`config.mk`:
```
export PLATFORM = sky130hd
export DESIGN_NAME = ws2812_rx_decoder
export DESIGN_NICKNAME = d
export VERILOG_FILES = /design/src/rtl/ws2812_pkg.sv /design/src/rtl/ws2812_pulse_meter.sv /design/src/rtl/ws2812_rx_decoder.sv
export SDC_FILE = /design/constraint.sdc
export NUM_CORES = 1
export LEC_CHECK = 0
export BUFFER_PORTS_ARGS = -buffer_cell sky130_fd_sc_hd__buf_2
export CAP_MARGIN = 20
export CORE_MARGIN = 2
export CORE_UTILIZATION = 40
export CTS_CLUSTER_SIZE = 10
export DETAILED_ROUTE_END_ITERATION = 10
export PLACE_DENSITY = 0.68
export SLEW_MARGIN = 20
export SYNTH_ARGS = -nofsm -noshare
export SYNTH_HDL_FRONTEND = slang
export SYNTH_SLANG_ARGS = --single-unit
```
`constraint.sdc`:
```
create_clock -name clk -period 2.5 [get_ports clk]
set_clock_uncertainty 0.2 [all_clocks]
set_input_delay 0 -clock clk [delete_from_list [all_inputs] [get_ports clk]]
set_output_delay 0 -clock clk [all_outputs]
set_load 0.01 [all_outputs]
```
`src/rtl/ws2812_pkg.sv`:
```
// Shared types and default timing for the WS2812 receive path.
// All cycle constants assume a 100 MHz system clock.
package ws2812_pkg;

    localparam int BITS_PER_PIXEL = 24;

    localparam int T0H  = 40;
    localparam int T1H  = 80;
    localparam int TBIT = 125;
    localparam int GAP  = 5000;

    typedef logic [BITS_PER_PIXEL-1:0] pixel_t;

    typedef enum logic [2:0] {
        ST_SYNC_WAIT = 3'd0,
        ST_IDLE      = 3'd1,
        ST_HIGH      = 3'd2,
        ST_LOW       = 3'd3,
        ST_ERR_SKIP  = 3'd4
    } rx_state_e;

endpackage

```
`src/rtl/ws2812_pulse_meter.sv`:
```
// Synchronises the raw WS2812 line, produces registered rise/fall strobes and
// measures high/low durations with saturating counters.
module ws2812_pulse_meter #(
    parameter int MAX_HIGH_CYC = 110,
    parameter int GAP_CYC      = 5000,
    parameter int HW           = $clog2(MAX_HIGH_CYC + 2),
    parameter int LW           = $clog2(GAP_CYC + 1)
) (
    input  logic          i_clk,
    input  logic          i_rst_n,
    input  logic          i_din,
    output logic          o_rise,
    output logic          o_fall,
    output logic [HW-1:0] o_high_cnt,
    output logic          o_gap_hit
);

    localparam logic [HW-1:0] HIGH_SAT = HW'(MAX_HIGH_CYC + 1);
    localparam logic [LW-1:0] LOW_SAT  = LW'(GAP_CYC);

    logic [1:0]    r_sync;
    logic          r_level;
    logic          r_rise;
    logic          r_fall;
    logic [HW-1:0] r_high_cnt;
    logic [LW-1:0] r_low_cnt;
    logic          w_rise;
    logic          w_fall;

    assign w_rise = r_sync[1] & ~r_level;
    assign w_fall = ~r_sync[1] & r_level;

    // Synchroniser, edge register and saturating pulse-width counters
    always_ff @(posedge i_clk or negedge i_rst_n) begin
        if (!i_rst_n) begin
            r_sync     <= 2'b00;
            r_level    <= 1'b0;
            r_rise     <= 1'b0;
            r_fall     <= 1'b0;
            r_high_cnt <= '0;
            r_low_cnt  <= '0;
        end else begin
            r_sync  <= {r_sync[0], i_din};
            r_level <= r_sync[1];
            r_rise  <= w_rise;
            r_fall  <= w_fall;
            if (w_rise) begin
                r_high_cnt <= HW'(1);
            end else if (r_sync[1] && (r_high_cnt != HIGH_SAT)) begin
                r_high_cnt <= r_high_cnt + HW'(1);
            end
            // Reset time counts as line-low so the initial gap can be seen
            if (w_rise) begin
                r_low_cnt <= '0;
            end else if (w_fall) begin
                r_low_cnt <= LW'(1);
            end else if (!r_sync[1] && (r_low_cnt != LOW_SAT)) begin
                r_low_cnt <= r_low_cnt + LW'(1);
            end
        end
    end

    assign o_rise     = r_rise;
    assign o_fall     = r_fall;
    assign o_high_cnt = r_high_cnt;
    assign o_gap_hit  = (r_low_cnt == LOW_SAT);

endmodule

```
`src/rtl/ws2812_rx_decoder.sv`:
```
// WS2812 stream decoder: rebuilds GRB pixel words with their strip index and flags the latch gap.
// Define WS2812_RX_STATS_EN to enable the frame_count statistics counter.
module ws2812_rx_decoder #(
    parameter int CLK_HZ         = 100_000_000,
    parameter int BITS_PER_PIXEL = ws2812_pkg::BITS_PER_PIXEL,
    parameter int PX_NUM         = 52,
    parameter int PX_COUNT_WIDTH = 6,
    parameter int MIN_HIGH_CYC   = 15,
    parameter int BIT_THRESH_CYC = 60,
    parameter int MAX_HIGH_CYC   = 110,
    parameter int GAP_CYC        = 5000
) (
    input  logic                      clk,
    input  logic                      reset,
    input  logic                      din,
    output logic [BITS_PER_PIXEL-1:0] pixel_data,
    output logic [PX_COUNT_WIDTH-1:0] pixel_idx,
    output logic                      pixel_valid,
    output logic                      frame_done,
    output logic                      bit_err,
    output logic                      overflow,
    output logic [15:0]               frame_count
);
    import ws2812_pkg::*;

    localparam int HW = $clog2(MAX_HIGH_CYC + 2);
    localparam int BW = $clog2(BITS_PER_PIXEL + 1);
    localparam logic [HW-1:0] MIN_H    = HW'(MIN_HIGH_CYC);
    localparam logic [HW-1:0] THR_H    = HW'(BIT_THRESH_CYC);
    localparam logic [HW-1:0] MAX_H    = HW'(MAX_HIGH_CYC);
    localparam logic [BW-1:0] LAST_BIT = BW'(BITS_PER_PIXEL - 1);
    localparam logic [PX_COUNT_WIDTH-1:0] PX_LIMIT = PX_COUNT_WIDTH'(PX_NUM);

    rx_state_e                 r_state;
    logic [BITS_PER_PIXEL-1:0] r_shift;
    logic [BW-1:0]             r_bit_cnt;
    logic [PX_COUNT_WIDTH-1:0] r_idx;
    logic [BITS_PER_PIXEL-1:0] r_pixel_data;
    logic [PX_COUNT_WIDTH-1:0] r_pixel_idx;
    logic                      r_pixel_valid;
    logic                      r_frame_done;
    logic                      r_bit_err;
    logic                      r_overflow;

    logic                      w_rise;
    logic                      w_fall;
    logic                      w_gap_hit;
    logic [HW-1:0]             w_high_cnt;
    logic                      w_bit;
    logic                      w_bad_pulse;
    logic [BITS_PER_PIXEL-1:0] w_word;

    ws2812_pulse_meter #(
        .MAX_HIGH_CYC (MAX_HIGH_CYC),
        .GAP_CYC      (GAP_CYC)
    ) u_meter (
        .i_clk      (clk),
        .i_rst_n    (reset),
        .i_din      (din),
        .o_rise     (w_rise),
        .o_fall     (w_fall),
        .o_high_cnt (w_high_cnt),
        .o_gap_hit  (w_gap_hit)
    );

    assign w_bit       = (w_high_cnt >= THR_H);
    assign w_bad_pulse = (w_high_cnt < MIN_H) || (w_high_cnt > MAX_H);
    assign w_word      = {r_shift[BITS_PER_PIXEL-2:0], w_bit};

    // Frame/bit state machine with registered strobes and sticky error flags
    always_ff @(posedge clk or negedge reset) begin
        if (!reset) begin
            r_state       <= ST_SYNC_WAIT;
            r_shift       <= '0;
            r_bit_cnt     <= '0;
            r_idx         <= '0;
            r_pixel_data  <= '0;
            r_pixel_idx   <= '0;
            r_pixel_valid <= 1'b0;
            r_frame_done  <= 1'b0;
            r_bit_err     <= 1'b0;
            r_overflow    <= 1'b0;
        end else begin
            r_pixel_valid <= 1'b0;
            r_frame_done  <= 1'b0;
            // Errors stay visible alongside the frame_done strobe, then clear
            if (r_frame_done) begin
                r_bit_err  <= 1'b0;
                r_overflow <= 1'b0;
            end
            case (r_state)
                ST_SYNC_WAIT: begin
                    if (w_gap_hit) begin
                        r_state   <= ST_IDLE;
                        r_idx     <= '0;
                        r_bit_cnt <= '0;
                    end
                end
                ST_IDLE: begin
                    if (w_rise) begin
                        r_state <= ST_HIGH;
                    end
                end
                ST_HIGH: begin
                    if (w_fall) begin
                        if (w_bad_pulse) begin
                            r_bit_err <= 1'b1;
                            r_bit_cnt <= '0;
                            r_state   <= ST_ERR_SKIP;
                        end else begin
                            r_state <= ST_LOW;
                            if (r_bit_cnt == LAST_BIT) begin
                                r_bit_cnt <= '0;
                                if (r_idx == PX_LIMIT) begin
                                    r_overflow <= 1'b1;
                                end else begin
                                    r_pixel_valid <= 1'b1;
                                    r_pixel_data  <= w_word;
                                    r_pixel_idx   <= r_idx;
                                    r_idx         <= r_idx + PX_COUNT_WIDTH'(1);
                                end
                            end else begin
                                r_bit_cnt <= r_bit_cnt + BW'(1);
                                r_shift   <= w_word;
                            end
                        end
                    end
                end
                ST_LOW: begin
                    if (w_rise) begin
                        r_state <= ST_HIGH;
                    end else if (w_gap_hit) begin
                        r_frame_done <= 1'b1;
                        r_idx        <= '0;
                        r_bit_cnt    <= '0;
                        if (r_bit_cnt != '0) begin
                            r_bit_err <= 1'b1;
                        end
                        r_state <= ST_IDLE;
                    end
                end
                ST_ERR_SKIP: begin
                    if (w_gap_hit) begin
                        r_frame_done <= 1'b1;
                        r_idx        <= '0;
                        r_bit_cnt    <= '0;
                        r_state      <= ST_IDLE;
                    end
                end
                default: begin
                    r_state <= ST_SYNC_WAIT;
                end
            endcase
        end
    end

    assign pixel_data  = r_pixel_data;
    assign pixel_idx   = r_pixel_idx;
    assign pixel_valid = r_pixel_valid;
    assign frame_done  = r_frame_done;
    assign bit_err     = r_bit_err;
    assign overflow    = r_overflow;

`ifdef WS2812_RX_STATS_EN
    logic [15:0] r_frame_count;

    // Completed-frame counter, wraps naturally at 2^16
    always_ff @(posedge clk or negedge reset) begin
        if (!reset) begin
            r_frame_count <= 16'd0;
        end else if (r_frame_done) begin
            r_frame_count <= r_frame_count + 16'd1;
        end
    end

    assign frame_count = r_frame_count;
`else
    assign frame_count = 16'd0;
`endif

endmodule

```
## Word level (Yosys, flattened, before mapping)

Cells that the tools add are included.

| storage, ports and cells | value |
|---|---|
| flip-flop bits (word level) | 96 |
| output and inout port bits | 50 |

| cells by class | value |
|---|---|
| add/subtract/negate cells | 4 |
| magnitude comparators | 3 |
| eq/ne operators | 15 |
| multiplexer cells | 45 |
| bitwise operators | 7 |
| reduce and logical (&&, ||, !) cells | 15 |

Operators by type and width:

| cell | number |
|---|---|
| 13-bit 2-to-1 mux | 3 |
| 6-bit 2-to-1 mux | 6 |
| 5-bit 2-to-1 mux | 5 |
| 1-bit 2-to-1 mux | 19 |
| 6-bit one-hot mux with 3 select lines | 1 |
| 3-bit 2-to-1 mux | 5 |
| 5-bit one-hot mux with 3 select lines | 1 |
| 7-bit 2-to-1 mux | 2 |
| 13-bit by 1-bit adder with 13-bit output, second input constant | 1 |
| 13-bit equality test, second input constant | 1 |
| 13-bit inequality test, second input constant | 1 |
| 3-bit one-hot mux with 4 select lines | 1 |
| 2-bit inequality test, second input constant | 4 |
| 7-bit by 1-bit adder with 7-bit output, second input constant | 1 |
| 7-bit by 6-bit greater-or-equal comparator with 1-bit output, second input constant | 1 |
| 7-bit greater-than comparator, second input constant | 1 |
| 7-bit by 4-bit < comparator with 1-bit output, second input constant | 1 |
| 7-bit inequality test, second input constant | 1 |
| 6-bit by 1-bit adder with 6-bit output, second input constant | 1 |
| 3-bit by 2-bit equality test with 1-bit output, second input constant | 2 |
| 6-bit equality test, second input constant | 1 |
| 6-bit AND reduction | 1 |
| 3-bit nonzero test | 2 |
| 5-bit by 1-bit adder with 5-bit output, second input constant | 1 |
| 18 further kinds | 26 |

## Logic depth before layout (Yosys ltp)

Gate-level depths: netlist (run 1).

| depth | value |
|---|---|
| depth in word-level cells | 6 |
| mapped depth | 8 |
| depth with buffers taken out | 7 |

## Modules after synthesis

From an unflattened synthesis (run 1), not the netlist that was laid out.

| second synthesis, totals | value |
|---|---|
| cell total of the unflattened synthesis | 370 |
| area, all modules | 4,635.7 sq um |

By module, submodules not included:

| module | times used | cells an instance | area an instance (sq um) | sequential area each (sq um) |
|---|---|---|---|---|
| ws2812_rx_decoder | 1 | 236 | 3,304.4 | 1,776.7 |
| ws2812_pulse_meter | 1 | 134 | 1,331.3 | 625.6 |

## Least setup slack after synthesis (run 1)

Ideal clock, no wire load.

| path | value |
|---|---|
| path type | reg2reg |
| start point | reg u_meter.r_high_cnt[3] (netlist: u_meter.o_high_cnt[3]) |
| end point | reg r_pixel_data[10] (netlist: pixel_data[10]) |
| data arrival time | 1.848 ns |
| required time | 2.175 ns |
| setup slack | 0.327 ns |
| cell stages (with the launch flop) | 7 |
| path through | dfrtp_1 -> a41oi_2 -> mux2i_2 -> nand4bb_1 -> buf_6 -> buf_12 -> mux2_4 |

| between the ends | value |
|---|---|
| longest elaborated chain between the ends | 4 |

Ends and longest elaborated chain:

| item | RTL line | source |
|---|---|---|
| from (decl) | ws2812_pulse_meter.sv:25 | `logic [HW-1:0] r_high_cnt;` |
| from (signal assigned) | ws2812_pulse_meter.sv:50 | `r_high_cnt <= r_high_cnt + HW'(1);` |
| 7-bit by 4-bit < comparator with 1-bit output / 7-bit greater-than comparator (equally long branches) | ws2812_rx_decoder.sv:67 | `assign w_bad_pulse = (w_high_cnt < MIN_H) \|\| (w_high_cnt > MAX_H);` |
| 1-bit logical OR * | ws2812_rx_decoder.sv:67 |  |
| 1-bit inverter (no line) * | n/a |  |
| 5-bit AND reduction (no line) * | n/a |  |
| to (signal assigned) | ws2812_rx_decoder.sv:118 | `r_pixel_data <= w_word;` |
| to (decl) | ws2812_rx_decoder.sv:38 | `logic [BITS_PER_PIXEL-1:0] r_pixel_data;` |

Every way passes the cells marked *; elsewhere a longest branch is shown, timed or not.
A chain may end at the register's enable or synchronous reset.

## Final worst setup path (run 1)

| path | value |
|---|---|
| start point | reg r_bit_cnt[1] |
| end point | reg r_pixel_data[6] (netlist: pixel_data[6]) |

| between the ends | value |
|---|---|
| longest elaborated chain between the ends | 2 |

Ends and longest elaborated chain:

| item | RTL line | source |
|---|---|---|
| from (decl) | ws2812_rx_decoder.sv:36 | `logic [BW-1:0] r_bit_cnt;` |
| from (signal assigned) | ws2812_rx_decoder.sv:123 | `r_bit_cnt <= r_bit_cnt + BW'(1);` |
| 5-bit equality test | ws2812_rx_decoder.sv:112 | `if (r_bit_cnt == LAST_BIT) begin` |
| 5-bit AND reduction (no line) | n/a |  |

Every way passes these cells.

==> impl_metrics.ini, run 1 <==
[status]
status = complete, but fails checks
violations = negative hold slack

[floorplan]
die_x_um = 110
initial_core_util_pct = 41.2
coreArea_mm2 = 0.0109
num_rows = 38
pin_count = 53
die_area_mm2 = 0.0121
die_h_um = 110

[sta]
hold_slack_ns = -0.0163
rsz0062_at_grt = false
hold_viol_final = 10
max-slew-margin-rel_pct = 52.5
max_freq_ghz = 0.460
min_period_over_period_pct = 86.9
fin_setup_tns_ns = 0
layout_min_cycle_time_ns = 2.17
worstMarginPinSlew_ns = 0.705
setup_viol = 0
slew_violations = 0

[min_path]
hold_class = input pin to async pin

[final_layout]
drive_gt1_share_pct = 27.3
nFillCells = 1006
area_growth_pct = 12.9
n_antenna_cell = 0
finalNonFillerCells = 569
nets = 435

[place]
place_congestion = 0.890
dpl.hpwl_um = 5460
port-buffer-count = 36
dp_cells = 551

[logic_synthesis]
synth_edf_count = 0
syn-cell-area_mm2 = 0.00450
synth_top_cell_area_share_pct = 53.3
ys_seq_area_share_pct = 53.3
async_flop_share_pct = 100
postSynthAreaPerCell_um2 = 11.8
ys_ff_latch = 96
synthFlopType = dfrtp_1
synth_cell_types = 55
yosysTopAreaCell = dfrtp_1
syn_inst = 383
ys_top_cells_by_area = dfrtp_1 (53%), mux2_4 (7.7%), mux2_2 (6.5%)
yosys_warnings = 0

[grt]
antenna_found_initial = 0
grt.total_usage_pct = 14.0
overflow = 0
grt_max_degree = 46
grt_pass1_wl_um = 13500
first_global_vias = 2852

[worst_setup_path]
criticalPathCategory = register to register
cp-end-kind = register
crit_path_start_kind = register
critPathArrivalTime_ns = 2.20
startpoint = r_bit_cnt[1]
cp_max_fo = 33
required_ns = 2.53
timing.rr.start = r_bit_cnt[1]

[cts]
cts_sinks = 96
clk_latency_ns = 0.34
root_buffer = clkbuf_16
cts_tree = built
cts_buffers = 9
h-tree-depth = 3
cts_resized = 0
path_clk_slew_ns = 0.08
cts_max_path_buffers = 2

[job]
maxCapViolations = 0

[drt]
drc = 0
drtIter0Drc = 178
vias = 2953
firstDrtPassIters = 4
wl_um = 7990
antenna_left = 0
wl_per_cell_um = 14.0
routed_via_density = 5.19

[power_and_ir_drop]
p_per_area_mw_per_mm2 = 606
vdd_drop_max_mv = 0.395
p_leak_nw = 2.52
path summary, 6_finish.rpt:
path / end / slack [ns] / cells past startpoint
worst max-delay path: pixel_data[6] / 0.33 / 5
worst min-delay path: pixel_data[13] / -0.02 / 2
worst max register to register: pixel_data[6] / 0.33 / 5
worst min register to register: u_meter.r_sync[1] / 0.15 / 0
max in group asynchronous: overflow / 1.37 / 3
min in group clk: u_meter.r_sync[0] / 0.10 / 2
synthesized netlist by cell type, drive strengths merged, types with 2 or more instances:
cell type  number
nor2b           4
o22ai           2
nand2b          2
nor3            7
a41oi           2
a22o            3
mux2           49
or2             2
ha              8
xor2            6
and3            6
o41ai           2
clkbuf          7
dfrtp          96
nand3           7
inv            17
o21a            2
and2            2
xnor2           5
nand3b          2
nand2          28
a31oi           4
nor2           19
nand4           6
buf            24
nor4            2
a21oi          16
o21ai          34
timing repair:
action / CTS / global route
hold buffers: 2 / 0
hold endpoints to repair: 89 / 0
buffers inserted: 0 / 0
layer usage:
| metal | vias up | track usage, % | share of wire, % |
|---|---|---|---|
| met5 | - | 0 | 0 |
| met4 | 0 | 4.46 | 1.1 |
| met3 | 7 | 3.06 | 3.5 |
| met2 | 57 | 24.1 | 49 |
| met1 | 1489 | 17.6 | 47 |
| li1 | 1400 | - | - |
power breakdown:
group,leakage (nW),internal [mW],switching (mW)
Clock,0.141,0.708,0.666
Sequential,1.32,1.57,0.0291
Combinational,1.06,0.0322,0.0738
Total,2.52,2.31,0.769
cell usage in the layout (no fill, tap or decap), types with 5 or more instances in the layout:
master,n
xor2_1,6
xnor2_1,5
conb_1,16
nand3_1,7
ha_1,8
mux2_2,26
clkbuf_16,9
o21ai_0,32
nand2_1,28
nand4_1,6
mux2_4,23
nor2_1,18
and3_1,6
buf_2,35
buf_4,7
nor3_1,6
inv_1,17
dfrtp_1,96
a21oi_1,16
area by class of cell:
| type | instances | area (um2) | share of cell area [%] |
|---|---|---|---|
| sequential | 96 | 2400 | 47.2 |
| multi-input combinational | 254 | 1860 | 36.5 |
| timing repair buffer | 46 | 288 | 5.66 |
| clock buffer | 9 | 225 | 4.43 |
| tap | 140 | 175 | 3.44 |
| clock inverter | 7 | 73.8 | 1.45 |
| inverter | 17 | 63.8 | 1.25 |
logic make-up after synthesis:
| group | synth area share (%) |
|---|---|
| buffers and inverters | 6.78 |
| muxes | 14.5 |
| AOI/OAI and AO/OA | 10.2 |
| adders and majority gates | 2.22 |
| other | 0.0833 |
| xor gates and xnor gates | 2.14 |
| and+or+nand+nor | 10.8 |
| DFF | 53.3 |
sequential cells by signal (all words and copies together) (netlist names), 2 cells and up:
signal,flops
r_state,3
u_meter.r_sync,2
r_shift,23
pixel_idx,6
r_idx,6
pixel_data,24
u_meter.o_high_cnt,7
u_meter.r_low_cnt,13
r_bit_cnt,5
stage by stage:
step / setup slack [ns] / hold slack [ns] / power [mW] / utilization (%) / instance area [um2]
finish: 0.327 / -0.0163 / 3.08 / 46.5 / 5090
global route: 0.253 / 0.0493 / 3.20 / 46.5 / 5090
CTS: 0.335 / 0.00495 / 3.11 / 46.5 / 5090
detailed placement: 0.344 / -0.163 / 1.74 / 43.6 / 4770
global placement: 0.350 / -0.166 / 1.73 / 43.6 / 4770
floorplan: 0.327 / -0.496 / 1.70 / - / 4560
critical path: stages, from the launching register on:
cell and delay, ns:
dfrtp_1 0.41, ha_1 0.25, and4b_1 0.46, nand4bb_2 0.18, buf_12 0.22, mux2_4 0.31
No activity file was read; power rests on OpenSTA's default activity.
==> run 2: changes to the inputs <==
Settings changed: RECOVER_POWER set to 25.
==> run 2 against run 1 <==
  * The run now ends clean
  * Combinational power about the same
  * Worst setup slack is essentially flat
  * Total power is essentially flat
  * Die area stayed put
  * Routed wire length down 0.21%
  * Clock power about the same
  * Via count shrank 0.17%
  * Utilization is 0.091 points lower
  * Critical path type unchanged
  * Largest power group unchanged
==> impl_metrics.ini, run 2 (synthesis gave the netlist of run 1 again) <==
[status]
status = complete, no violations

[sta]
setup_viol = 0
worstMarginPinSlew_ns = 1.10
max_freq_ghz = 0.460
max-slew-margin-rel_pct = 26.6
min_period_over_period_pct = 86.9
fin_setup_tns_ns = 0
slew_violations = 0
layout_min_cycle_time_ns = 2.17
hold_viol_final = 0
rsz0062_at_grt = false

[floorplan]
die_x_um = 110
initial_core_util_pct = 41.2
pin_count = 53
die_area_mm2 = 0.0121
num_rows = 38
die_h_um = 110
coreArea_mm2 = 0.0109

[cts]
h-tree-depth = 3
post-cts-setup-buffers = 0
cts_max_path_buffers = 2
root_buffer = clkbuf_16
cts_tree = built
cts_resized = 0
cts_hold_buf = 2
path_clk_slew_ns = 0.07
clk_latency_ns = 0.34
cts_buffers = 9
cts_sinks = 96

[grt]
overflow = 0
grt_pass1_wl_um = 13500
grt.total_usage_pct = 14.0
grt_max_degree = 46
antenna_found_initial = 0
first_global_vias = 2852

[drt]
vias = 2948
wl_per_cell_um = 14.0
firstDrtPassIters = 4
routed_via_density = 5.18
antenna_left = 0
drc = 0
drtIter0Drc = 219
wl_um = 7980

[worst_setup_path]
ff2ff_setup_slack_ns = 0.33
required_ns = 2.53
reg2reg_depth = 5
rr_endpoint = pixel_data[6]
critPathArrivalTime_ns = 2.20
path_cells = ha_1 > and4b_1 > nand4bb_2 > buf_12 > mux2_4
cp_slowest_cell = and4b_1
crit_path_start_kind = register
cp-end-kind = register
timing.rr.start = r_bit_cnt[1]
criticalPathCategory = register to register
critical-path-max-stage-delay_ns = 0.46
cp_max_fo = 33

[final_layout]
n_antenna_cell = 0
mostFrequentLayoutCells = dfrtp_1 (96), o21ai_0 (32), buf_2 (32)
largest_register_ffs = 24
drive_gt1_share_pct = 26.3
nFillCells = 1008
nets = 435
utilization_pct = 46.4
design_area_mm2 = 0.00508
area_growth_pct = 12.7
layout_commonest_cell = dfrtp_1

[min_path]
min-delay-start = din
holdPathEnd = u_meter.r_sync[0]
hold_class = input pin to register
whs_path_depth = 2

[place]
place_congestion = 0.890
dpl.hpwl_um = 5460
dpl_cell_area_mm2 = 0.00477
port-buffer-count = 36

[job]
maxCapViolations = 0

[power_and_ir_drop]
p_per_area_mw_per_mm2 = 607
p_leak_nw = 2.50
vdd_drop_max_mv = 0.395
run 2: critical path: cells and delay by family, from the launching register on:
kind / cells / cell delay (ns)
muxes: 1 / 0.31
and+or+nand+nor: 2 / 0.64
adders and majority gates: 1 / 0.25
buffers and inverters: 1 / 0.22
DFF: 1 / 0.41
run 2: layout make-up:
cell class                 instances  area (um2)  share of cell area [%]
multi-input combinational        254        1860                    36.6
timing repair buffer              46         278                    5.47
clock inverter                     7        73.8                    1.45
inverter                          17        63.8                    1.26
tap                              140         175                    3.45
clock buffer                       9         225                    4.44
sequential                        96        2400                    47.3
run 2: where the power goes:
part | internal, mW | switching, mW | total [mW] | leakage [nW]
logic | 0.0311 | 0.0738 | 0.105 | 1.04
registers | 1.57 | 0.0290 | 1.60 | 1.32
clock network | 0.708 | 0.666 | 1.37 | 0.141
run 2: through the flow:
stage          hold WS [ns]  power [mW]  worst slack, ns  instances
2_1_floorplan        -0.496        1.70            0.327        398
5_1_grt               0.109        3.19            0.253        569
3_3_place_gp         -0.166        1.73            0.350        551
3_5_place_dp         -0.163        1.74            0.344        551
4_1_cts             0.00495        3.11            0.335        569
6_report              0.102        3.08            0.327        569
run 2: worst max path at each step:
stage | from | end | slack, ns
after floorplan | u_meter.o_high_cnt[3] | pixel_data[10] | 0.33
after global placement | r_bit_cnt[1] | pixel_data[9] | 0.35
after detailed placement | r_bit_cnt[0] | pixel_data[4] | 0.34
after CTS | r_bit_cnt[0] | pixel_data[6] | 0.33
after global routing | r_bit_cnt[0] | pixel_data[6] | 0.25
final | r_bit_cnt[1] | pixel_data[6] | 0.33
run 2: per-layer routing:
metal | up-vias | routed length [um] | GRT usage [%]
met1 | 1488 | 3790 | 17.6
met4 | 0 | 85 | 4.46
met5 | - | 0 | 0
li1 | 1402 | - | -
met3 | 7 | 239 | 3.06
met2 | 51 | 3860 | 24.1
==> run 3: changes to the inputs <==
Settings changed: CTS_BUF_LIST set to sky130_fd_sc_hd__clkbuf_8.
==> run 3 against run 2 <==
  * Via count down 0.44%
  * Largest power group unchanged
  * Die area unchanged
  * Flip-flop and latch count did not move
  * Critical path depth did not move
  * Sequential share of layout area is 1.2 points higher
  * Final cell count is 0.35% higher
==> impl_metrics.ini, run 3 (synthesis gave the netlist of run 1 again) <==
[floorplan]
die_x_um = 110
num_rows = 38
die_area_mm2 = 0.0121
initial_core_util_pct = 41.2
coreArea_mm2 = 0.0109
die_h_um = 110
pin_count = 53

[final_layout]
mostFrequentLayoutCells = dfrtp_1 (96), clkbuf_1 (36), o21ai_0 (32)
nets = 437
drive_gt1_share_pct = 19.0
layout_commonest_cell = dfrtp_1
design_area_mm2 = 0.00495
largest_register_ffs = 24
nFillCells = 1039
n_antenna_cell = 0
area_growth_pct = 9.89
multiInputGateArea_mm2 = 0.00186
seq_area_mm2 = 0.00240

[place]
dpl_cell_area_mm2 = 0.00477
port-buffer-count = 36
dpl_worst_slack_ns = 0.344
place_congestion = 0.890
dpl.hpwl_um = 5460

[power_and_ir_drop]
p_int_mw = 2.00
vdd_drop_max_mv = 0.348
sequentialPowerShare_pct = 58.7
p_comb_share_pct = 3.9
switching_share_pct = 26.7
p_leak_nw = 2.33
power_switching_mw = 0.727
p_per_area_mw_per_mm2 = 551
pwr-share-clk_pct = 37.4

[status]
status = complete, no violations

[grt]
antenna_found_initial = 0
grt_max_degree = 43
grt.total_usage_pct = 14.1
overflow = 0
gr-max-usage-layer = met2
grt_pass1_wl_um = 13600
use_met2_pct = 24.4
gr-usage-met3_pct = 3.06
met1_usage_pct = 17.8
first_global_vias = 2879

[worst_setup_path]
critPathArrivalTime_ns = 2.23
criticalPathCategory = register to register
path_cells = ha_1 > and4b_1 > nand4bb_2 > buf_12 > mux2_4
rr_endpoint = pixel_data[6]
cp_max_fo = 33
cp_slowest_cell = and4b_1
reg2reg_depth = 5
required_ns = 2.56
timing.rr.start = r_bit_cnt[1]
ff2ff_setup_slack_ns = 0.33
cp-end-kind = register
crit_path_start_kind = register
critical-path-max-stage-delay_ns = 0.46
critPathTopFamily = simple AND/OR/NAND/NOR gates
crit_buf_inv = 1

[cts]
cts_resized = 0
clk_latency_ns = 0.37
path_clk_slew_ns = 0.10
cts_tree = built
root_buffer = clkbuf_8
cts_max_path_buffers = 2
cts_buffers = 9
cts_sinks = 96
post-cts-setup-buffers = 0
h-tree-depth = 3

[sta]
fin_setup_tns_ns = 0
setup_viol = 0
slew_violations = 0
layout_min_cycle_time_ns = 2.17
worstMarginPinSlew_ns = 0.998
min_period_over_period_pct = 87.0
rsz0062_at_grt = false
max-slew-margin-rel_pct = 33.4
hold_viol_final = 0
timing.final.ws_setup_ns = 0.326
max_freq_ghz = 0.460

[drt]
vias = 2935
drtIter0Drc = 188
drc = 0
firstDrtPassIters = 4
antenna_left = 0
wl_per_cell_um = 14.2
wl_um = 8090
routed_via_density = 5.14

[min_path]
min-delay-start = din
holdPathEnd = u_meter.r_sync[0]
whs_path_depth = 2
hold_class = input pin to register

[job]
maxCapViolations = 0
[run 3: cell types whose count changed in the layout (fill, tap and decap cells not counted)]
cell           previous run  this run
clkbuf_8                  0         9
clkbuf_1                  4        36
dlygate4sd3_1             2         3
clkbuf_16                 9         0
buf_2                    32         1
[run 3: worst max-delay path by stage]
| stage | start | to | slack (ns) | cells after the start |
|---|---|---|---|---|
| after floorplan | u_meter.o_high_cnt[3] | pixel_data[10] | 0.33 | 6 |
| after global placement | r_bit_cnt[1] | pixel_data[9] | 0.35 | 5 |
| after detailed placement | r_bit_cnt[0] | pixel_data[4] | 0.34 | 5 |
| after CTS | r_bit_cnt[0] | pixel_data[6] | 0.32 | 5 |
| after global routing | reset | u_meter.o_high_cnt[6] | 0.15 | 4 |
| final | r_bit_cnt[1] | pixel_data[6] | 0.33 | 5 |
[run 3: what timing repair did]
action                                 CTS  global route
hold buffers                             4             0
endpoints found under the hold margin   97             0
setup endpoints to repair                0             0
[run 3: stage by stage]
stage          hold WS (ns)  util [%]  total power [mW]  instances
3_3_place_gp         -0.166      43.6              1.73        551
6_report             0.0778      45.3              2.73        571
2_1_floorplan        -0.496         -              1.70        398
4_1_cts              0.0530      45.9              2.77        571
5_1_grt              0.0711      45.3              2.85        571
3_5_place_dp         -0.163      43.6              1.74        551
[run 3: final cells by class]
type | count | area share [%]
clock buffer | 9 | 2.50
timing repair buffer | 48 | 5.11
sequential | 96 | 48.5
tap | 140 | 3.54
multi-input combinational | 254 | 37.5
clock inverter | 7 | 1.49
inverter | 17 | 1.29
[run 3: metal layers]
metal	up-vias	routed length, um
met1	1465	3750
met3	9	299
met5	-	0
met4	0	95
li1	1403	-
met2	58	3950
[run 3: power groups by stage]
| stage | clock (mW) | sequential, mW | combinational (mW) |
|---|---|---|---|
| final | 1.02 | 1.60 | 0.107 |
| after global routing | 1.12 | 1.60 | 0.126 |
| after CTS | 1.05 | 1.60 | 0.115 |
| after detailed placement | 0 | 1.63 | 0.106 |
| after global placement | 0 | 1.63 | 0.102 |
| after floorplan | 0 | 1.62 | 0.0804 |
